**src/rtl/genius_controle_param.sv**
```systemverilog
// Simon-style memory game controller with runtime game length and optional player-extended
// sequence; drives an external asynchronous-read sequence RAM.
module genius_controle_param #(
    parameter int unsigned ADDR_W    = 4,
    parameter int unsigned N_LEDS    = 4,
    parameter int unsigned T_MOSTRA  = 1000,
    parameter int unsigned T_APAGA   = 500,
    parameter int unsigned T_TIMEOUT = 5000
) (
    input  logic              clock,
    input  logic              reset,
    input  logic              iniciar,
    input  logic [ADDR_W-1:0] limite,
    input  logic              modo_escrita,
    input  logic              jogada,
    input  logic [N_LEDS-1:0] botoes,
    input  logic [N_LEDS-1:0] mem_dado,
    output logic [ADDR_W-1:0] mem_endereco,
    output logic              mem_escreve,
    output logic [N_LEDS-1:0] mem_dado_escrito,
    output logic [N_LEDS-1:0] leds,
    output logic              acertou,
    output logic              errou,
    output logic              timeout,
    output logic              pronto,
    output logic [4:0]        db_estado,
    output logic [ADDR_W-1:0] db_sequencia,
    output logic [ADDR_W-1:0] db_endereco
);

    localparam int unsigned TMAX_A = (T_MOSTRA > T_APAGA) ? T_MOSTRA : T_APAGA;
    localparam int unsigned TMAX   = (TMAX_A > T_TIMEOUT) ? TMAX_A : T_TIMEOUT;
    localparam int unsigned TW     = $clog2(TMAX + 1);

    localparam logic [TW-1:0] FIM_MOSTRA  = TW'(T_MOSTRA - 1);
    localparam logic [TW-1:0] FIM_APAGA   = TW'(T_APAGA - 1);
    localparam logic [TW-1:0] FIM_TIMEOUT = TW'(T_TIMEOUT - 1);

    localparam logic [4:0] ST_INICIAL       = 5'd0;
    localparam logic [4:0] ST_PREPARA       = 5'd1;
    localparam logic [4:0] ST_CARREGA       = 5'd2;
    localparam logic [4:0] ST_MOSTRA        = 5'd3;
    localparam logic [4:0] ST_APAGA         = 5'd4;
    localparam logic [4:0] ST_INTERVALO     = 5'd5;
    localparam logic [4:0] ST_PROX_POS      = 5'd6;
    localparam logic [4:0] ST_INICIO_JOGADA = 5'd7;
    localparam logic [4:0] ST_ESPERA        = 5'd8;
    localparam logic [4:0] ST_REGISTRA      = 5'd9;
    localparam logic [4:0] ST_COMPARA       = 5'd10;
    localparam logic [4:0] ST_PROX_JOGADA   = 5'd11;
    localparam logic [4:0] ST_FIM_RODADA    = 5'd12;
    localparam logic [4:0] ST_ESPERA_NOVA   = 5'd13;
    localparam logic [4:0] ST_ESCREVE_NOVA  = 5'd14;
    localparam logic [4:0] ST_PROX_RODADA   = 5'd15;
    localparam logic [4:0] ST_ACERTO        = 5'd16;
    localparam logic [4:0] ST_ERRO          = 5'd17;
    localparam logic [4:0] ST_TIMEOUT       = 5'd18;

    logic [4:0]        estado_q, estado_d;
    logic [ADDR_W-1:0] seq_q, seq_d;
    logic [ADDR_W-1:0] end_q, end_d;
    logic [ADDR_W-1:0] lim_q, lim_d;
    logic              modo_q, modo_d;
    logic [N_LEDS-1:0] led_q, led_d;
    logic [N_LEDS-1:0] reg_q, reg_d;
    logic [TW-1:0]     tmr_q, tmr_d;
    logic [TW-1:0]     tmo_q, tmo_d;

    always_comb begin
        estado_d = estado_q;
        seq_d    = seq_q;
        end_d    = end_q;
        lim_d    = lim_q;
        modo_d   = modo_q;
        led_d    = led_q;
        reg_d    = reg_q;
        tmr_d    = tmr_q;
        tmo_d    = tmo_q;
        case (estado_q)
            ST_INICIAL: if (iniciar) estado_d = ST_PREPARA;
            ST_PREPARA: begin
                seq_d    = '0;
                end_d    = '0;
                lim_d    = limite;
                modo_d   = modo_escrita;
                estado_d = ST_CARREGA;
            end
            ST_CARREGA: begin
                led_d    = mem_dado;
                tmr_d    = '0;
                estado_d = ST_MOSTRA;
            end
            ST_MOSTRA: begin
                if (tmr_q == FIM_MOSTRA) estado_d = ST_APAGA;
                else                     tmr_d    = tmr_q + 1'b1;
            end
            ST_APAGA: begin
                led_d    = '0;
                tmr_d    = '0;
                estado_d = ST_INTERVALO;
            end
            ST_INTERVALO: begin
                if (tmr_q == FIM_APAGA) begin
                    estado_d = (end_q == seq_q) ? ST_INICIO_JOGADA : ST_PROX_POS;
                end else begin
                    tmr_d = tmr_q + 1'b1;
                end
            end
            ST_PROX_POS: begin
                end_d    = end_q + 1'b1;
                estado_d = ST_CARREGA;
            end
            ST_INICIO_JOGADA: begin
                end_d    = '0;
                tmo_d    = '0;
                estado_d = ST_ESPERA;
            end
            // A press on the final cycle wins over expiry
            ST_ESPERA: begin
                if (jogada)                    estado_d = ST_REGISTRA;
                else if (tmo_q == FIM_TIMEOUT) estado_d = ST_TIMEOUT;
                else                           tmo_d    = tmo_q + 1'b1;
            end
            ST_REGISTRA: begin
                reg_d    = botoes;
                estado_d = ST_COMPARA;
            end
            ST_COMPARA: begin
                if (reg_q != mem_dado)   estado_d = ST_ERRO;
                else if (end_q == seq_q) estado_d = ST_FIM_RODADA;
                else                     estado_d = ST_PROX_JOGADA;
            end
            ST_PROX_JOGADA: begin
                end_d    = end_q + 1'b1;
                tmo_d    = '0;
                estado_d = ST_ESPERA;
            end
            // Exiting before the increment keeps S from wrapping at full length
            ST_FIM_RODADA: begin
                if (seq_q == lim_q) begin
                    estado_d = ST_ACERTO;
                end else if (modo_q) begin
                    tmo_d    = '0;
                    estado_d = ST_ESPERA_NOVA;
                end else begin
                    estado_d = ST_PROX_RODADA;
                end
            end
            ST_ESPERA_NOVA: begin
                if (jogada) begin
                    reg_d    = botoes;
                    estado_d = ST_ESCREVE_NOVA;
                end else if (tmo_q == FIM_TIMEOUT) begin
                    estado_d = ST_TIMEOUT;
                end else begin
                    tmo_d = tmo_q + 1'b1;
                end
            end
            ST_ESCREVE_NOVA: estado_d = ST_PROX_RODADA;
            ST_PROX_RODADA: begin
                seq_d    = seq_q + 1'b1;
                end_d    = '0;
                estado_d = ST_CARREGA;
            end
            ST_ACERTO, ST_ERRO, ST_TIMEOUT: if (iniciar) estado_d = ST_PREPARA;
            default: estado_d = ST_INICIAL;
        endcase
    end

    always_ff @(posedge clock or posedge reset) begin
        if (reset) begin
            estado_q <= ST_INICIAL;
            seq_q    <= '0;
            end_q    <= '0;
            lim_q    <= '0;
            modo_q   <= 1'b0;
            led_q    <= '0;
            reg_q    <= '0;
            tmr_q    <= '0;
            tmo_q    <= '0;
        end else begin
            estado_q <= estado_d;
            seq_q    <= seq_d;
            end_q    <= end_d;
            lim_q    <= lim_d;
            modo_q   <= modo_d;
            led_q    <= led_d;
            reg_q    <= reg_d;
            tmr_q    <= tmr_d;
            tmo_q    <= tmo_d;
        end
    end

    always_comb begin
        mem_escreve      = (estado_q == ST_ESCREVE_NOVA);
        mem_endereco     = mem_escreve ? (seq_q + 1'b1) : end_q;
        mem_dado_escrito = mem_escreve ? reg_q : '0;
        leds             = (estado_q == ST_MOSTRA) ? led_q : '0;
        acertou          = (estado_q == ST_ACERTO);
        errou            = (estado_q == ST_ERRO);
        timeout          = (estado_q == ST_TIMEOUT);
        pronto           = acertou || errou || timeout;
        db_estado        = estado_q;
        db_sequencia     = seq_q;
        db_endereco      = end_q;
    end

endmodule

```
**config.mk**
```make
export PLATFORM = sky130hd
export DESIGN_NAME = genius_controle_param
export DESIGN_NICKNAME = d
export VERILOG_FILES = /design/src/rtl/genius_controle_param.sv
export SDC_FILE = /design/constraint.sdc
export NUM_CORES = 1
export LEC_CHECK = 0
export ABC_AREA = 1
export CAP_MARGIN = 20
export CORE_UTILIZATION = 60
export CTS_BUF_LIST = sky130_fd_sc_hd__clkbuf_4 sky130_fd_sc_hd__clkbuf_8 sky130_fd_sc_hd__clkbuf_16
export DETAILED_ROUTE_END_ITERATION = 10
export HOLD_SLACK_MARGIN = 0.06
export PLACE_DENSITY = 0.84
export SYNTH_ARGS = -nofsm -noshare
export SYNTH_HDL_FRONTEND = slang
export SYNTH_SLANG_ARGS = --single-unit
```
**constraint.sdc**
```tcl
create_clock -name clock -period 3.6 [get_ports clock]
set_clock_uncertainty 0.05 [all_clocks]
set_input_delay 0.72 -clock clock [delete_from_list [all_inputs] [get_ports clock]]
set_output_delay 0.72 -clock clock [all_outputs]
set_load 0.01 [all_outputs]
```
# [Word-level counts from Yosys, hierarchy flattened]
# Index checks and enable logic that the tools add are counted.
[classes] n_addsub=4 multipliers=0 n_div=0 magnitude_cmp=0 eq_ne=34 n_shift=0 muxes=28 n_bitwise=0 n_reduce_logical=20
[op_table] cell="two-way mux 13 bit" n=6
[op_table] cell="case mux 13 bit (3 select lines)" n=2
[op_table] cell="case mux 5 bit (13 select lines)" n=1
[op_table] cell="== test 5 x 4 -> 1 bit, second input constant" n=8
[op_table] cell="two-way mux 5 bit" n=8
[op_table] cell="case mux 4 bit (2 select lines)" n=4
[op_table] cell="adder 13 x 1 -> 13 bit, second input constant" n=2
[op_table] cell="== test 5 x 3 -> 1 bit, second input constant" n=4
[op_table] cell="inequality test 2 bit, second input constant" n=9
[op_table] cell="two-way mux 4 bit" n=4
[op_table] cell="== test 5 bit, second input constant" n=3
[op_table] cell="== test 13 x 10 -> 1 bit, second input constant" n=1
[op_table] cell="== test 13 bit, second input constant" n=1
[op_table] cell="== test 13 x 9 -> 1 bit, second input constant" n=1
[op_table] cell="== test 5 x 2 -> 1 bit, second input constant" n=2
[op_table] cell="adder 4 x 1 -> 4 bit, second input constant" n=2
[op_table] cell="== test 4 bit" n=2
[op_table] cell="nonzero test 2 bit" n=4
[op_table] cell="OR reduction 2 bit" n=4
[op_table] cell="AND reduction 3 bit" n=2
[op_table] cell="nonzero test 3 bit" n=2
[op_table] cell="OR reduction 3 bit" n=2
[op_table] cell="== test 5 x 1 -> 1 bit, second input constant" n=1
[op_table] cell="zero test 5 bit" n=1
[op_table] cell="9 further kinds" n=10
[totals] reg_bits=52 latchBits=0 mem_bits_rw=0 rom_bits=0 in_bits=17 output_inout_bits=30 word_cells=95 n_memories=0

# [Longest topological paths before layout]
[depth] depth_word=4 mapped_depth=11

# [Least setup slack after synthesis]
# No wires, ideal clock.
[synth_path] path_type="flip-flop to output port" from="register estado_q[1], in the netlist db_estado[1]" to="output port mem_endereco[0]" t_arrival_ns=1.317 required_time_ns=2.830 setup_slack_ns=1.513 stages_incl_launch_ff=7 cell_sequence="dfrtp_1 > inv_2 > nor2_1 > inv_1 > nor2_1 > nand2_1 > o21ai_0"
[synth_via] elab_chain_len=2
[synth_lines] item="start, declared" line_no="59" rtl="logic [4:0] estado_q, estado_d;"
[synth_lines] item="start signal, assigned" line_no="182" rtl="estado_q <= estado_d;"
[synth_lines] item="== test 5 x 4 -> 1 bit" line_no="195" rtl="mem_escreve = (estado_q == ST_ESCREVE_NOVA);"
[synth_lines] item="named net mem_escreve" line_no="19" rtl="output logic mem_escreve,"
[synth_lines] item="two-way mux 4 bit" line_no="196" rtl="mem_endereco = mem_escreve ? (seq_q + 1'b1) : end_q;"
[synth_lines] item="end, declared" line_no="18" rtl="output logic [ADDR_W-1:0] mem_endereco,"
# The timed path passes the listed nets, and every way through them passes these cells.

# [Worst setup path after layout]
[layout_path] from="register estado_q[4], in the netlist db_estado[4]" to="output port mem_endereco[2]"
[layout_via] elab_chain_len=2
[layout_lines] item="== test 5 x 4 -> 1 bit" line_no="195"
[layout_lines] item="two-way mux 4 bit" line_no="196"
# Every way passes these cells.

==> results.yml <==
logic_synthesis:
  synth_seq_cells: 52
  synthesis.yosys.warnings: 0
  post_synth_num_cell_types: 32
  synth.cell_area_um2: 3550
  synth_nets: 572
  postSynthCellCount: 551
  avgSynthCellArea_um2: 6.45
  synth_seq_area_share_pct: 36.6
critical_path:
  start_kind: "flop"
  worstSetupPathType: "flop to output pin"
  end_kind: "output pin"
  cp.arrival_ps: 2340
  cp.required_ps: 2830
  path_max_fanout: 12
floorplan:
  core_area_um2: 5610
  die_area_um2: 6230
  rows: 27
  start_util_pct: 63.3
  die_y_um: 78.9
  dieWidth_um: 78.9
  ios: 47
route:
  dr.first_iter.drc_count: 294
  vias_per_cell: 5.38
  dr.pass1.iters: 5
  drtAntennaViolNets: 0
  routedWlPerCell_um: 13.2
  vias: 3607
  drc_errors: 0
  wl_um: 8870
place:
  place_congestion: 0.982
  pre_cts_slack_ps: 852
  portBuffers: 46
  dp.final_hpwl_um: 6500
clock_tree:
  numClockSinks: 52
  cts_tree: "yes"
  cts_buffers: 5
  clk_latency_ps: 320
  htree_levels: 2
  cts_hold_buf: 0
  cts_resized: 0
  clk_pin_slew_ps: 90
  clock-root-buffer: "clkbuf_8"
  cts_setup_buffers: 0
  cts.path.max_buffers: 2
final_layout:
  ff_latch_area_um2: 1300
  area_delta_synth_final_pct: 17.8
  final_cell_mix: "nand2_1 (204), nor2_1 (75), inv_1 (62), dfrtp_1 (52), clkdlybuf4s50_1 (46)"
  drive_gt1_share_pct: 5.34
  layout_commonest_cell: "nand2_1"
  nets: 619
  fillCellCount: 432
  n_antenna_cell: 0
  multi_input_area_um2: 1950
timing:
  setup_tns_ps: 0
  finalSetupViolCount: 0
  finalWorstSetupSlack_ps: 493
  drv_slew: 0
  tightest_slew_ps: 673
  relSlewSlack_pct: 55.2
  whs_ps: 491
  period_share_pct: 86.3
  post-route-min-period_ps: 3110
  rsz0062_at_grt: "false"
  hold_viol: 0
  fmax_mhz: 322
global_route:
  grt-ovfl-total: 0
  grt_max_degree: 53
  grt_pass1_vias: 3249
  antenna_found_initial: 0
  grt_pass1_wl_um: 14800
  grtUsageTotal_pct: 30.3
worst_hold_path:
  hold_class: "flop to flop"
power_and_ir_drop:
  intPower_mw: 1.38
  power_density_nw_per_um2: 615
  p_switching_mw: 1.20
  peakVddDrop_uv: 385
  comb_power_share_pct: 50.7
  switching_share_pct: 46.4
  leakagePower_nw: 2.09
  clock_power_share_pct: 16.6
  pwr-share-seq_pct: 32.7
status:
  outcome: "complete, no violations"
flow_run:
  max-cap-violations: 0
## metal layers
| metal | GRT usage (%) | up-vias | part of all wire, % | wire length (µm) |
|---|---|---|---|---|
| met2 | 49.5 | 127 | 46 | 4080 |
| li1 | - | 1818 | - | - |
| met5 | 0 | - | 0 | 0 |
| met4 | 13.8 | 0 | 3.2 | 283 |
| met3 | 3.56 | 27 | 4.9 | 438 |
| met1 | 40.4 | 1635 | 46 | 4070 |
## final timing paths
check	start	to	slack (ps)	cells after the start
min reg2reg	led_q[0]	led_q[0]	490	2
min	led_q[0]	led_q[0]	490	2
max in group asynchronous	reset	reg_q[0]	2210	3
min in group asynchronous	reset	tmr_q[9]	840	3
max reg2reg	db_estado[4]	tmo_q[3]	1280	10
max	db_estado[4]	mem_endereco[2]	490	6
## through the flow
step,total power [mW],instances,area [µm²],util [%]
after floorplan,1.75,551,3550,-
final,2.58,671,4190,74.6
after global placement,2.10,663,4070,72.6
after detailed placement,2.13,663,4070,72.6
after global routing,2.78,671,4190,74.6
after CTS,2.57,671,4190,74.6
## Yosys cell counts
cell type / n / area, µm²
a21o_1: 1 / 7.51
a21oi_1: 6 / 30.0
a21oi_2: 1 / 8.76
a31oi_1: 1 / 6.26
buf_2: 5 / 25.0
buf_4: 1 / 7.51
buf_6: 1 / 11.3
clkbuf_1: 1 / 3.75
dfrtp_1: 52 / 1300
ha_1: 4 / 50.1
inv_1: 63 / 236
inv_2: 4 / 15.0
nand2_1: 204 / 766
nand2_2: 1 / 6.26
nand3_1: 40 / 200
nand3_2: 2 / 20.0
nand3b_1: 1 / 7.51
nand4_1: 4 / 25.0
nor2_1: 75 / 282
nor2_2: 6 / 37.5
nor2_4: 1 / 11.3
nor3_1: 8 / 40.0
nor3_4: 1 / 16.3
o2111ai_1: 1 / 8.76
o21ai_0: 34 / 170
o21ai_1: 1 / 5.00
o21ai_2: 1 / 8.76
o21bai_1: 1 / 7.51
o22ai_1: 6 / 37.5
or2_2: 4 / 25.0
xnor2_1: 4 / 35.0
xor2_1: 16 / 140
## registers in the layout, summed over array words and instances (netlist names)
signal,flops
tmo_q,13
tmr_q,13
db_estado,5
db_endereco,4
db_sequencia,4
led_q,4
lim_q,4
reg_q,4
modo_q,1
## worst max-delay path: stages (launching register included)
cell,delay (ps)
dfrtp_1,460
inv_2,200
nand3_1,170
inv_1,140
nand2_1,240
o21ai_0,240
clkdlybuf4s50_1,570
## cell type report
cell class	count	area share (%)
Clock inverter	3	1.11
Sequential cell	52	31.1
Inverter	67	6.01
Clock buffer	5	1.64
Multi-Input combinational cell	424	46.6
Timing Repair Buffer	48	11.4
Tap cell	72	2.15
## power by group through the flow
| stage | Clock [mW] | Combinational, mW | Sequential, mW |
|---|---|---|---|
| 2_1_floorplan | 0 | 0.903 | 0.846 |
| 3_3_place_gp | 0 | 1.26 | 0.845 |
| 3_5_place_dp | 0 | 1.28 | 0.853 |
| 4_1_cts | 0.433 | 1.29 | 0.842 |
| 5_1_grt | 0.450 | 1.46 | 0.863 |
| 6_report | 0.427 | 1.31 | 0.843 |
## cells by family after synthesis
kind of cell    Yosys count  synth area share, %
buf+inv                  75                 8.42
simple gates            347                 40.4
xor+xnor                 20                 4.93
flops                    52                 36.6
fa+ha+maj                 4                 1.41
compound gates           53                 8.17
Note: power is estimated with default switching activity, not from simulation.
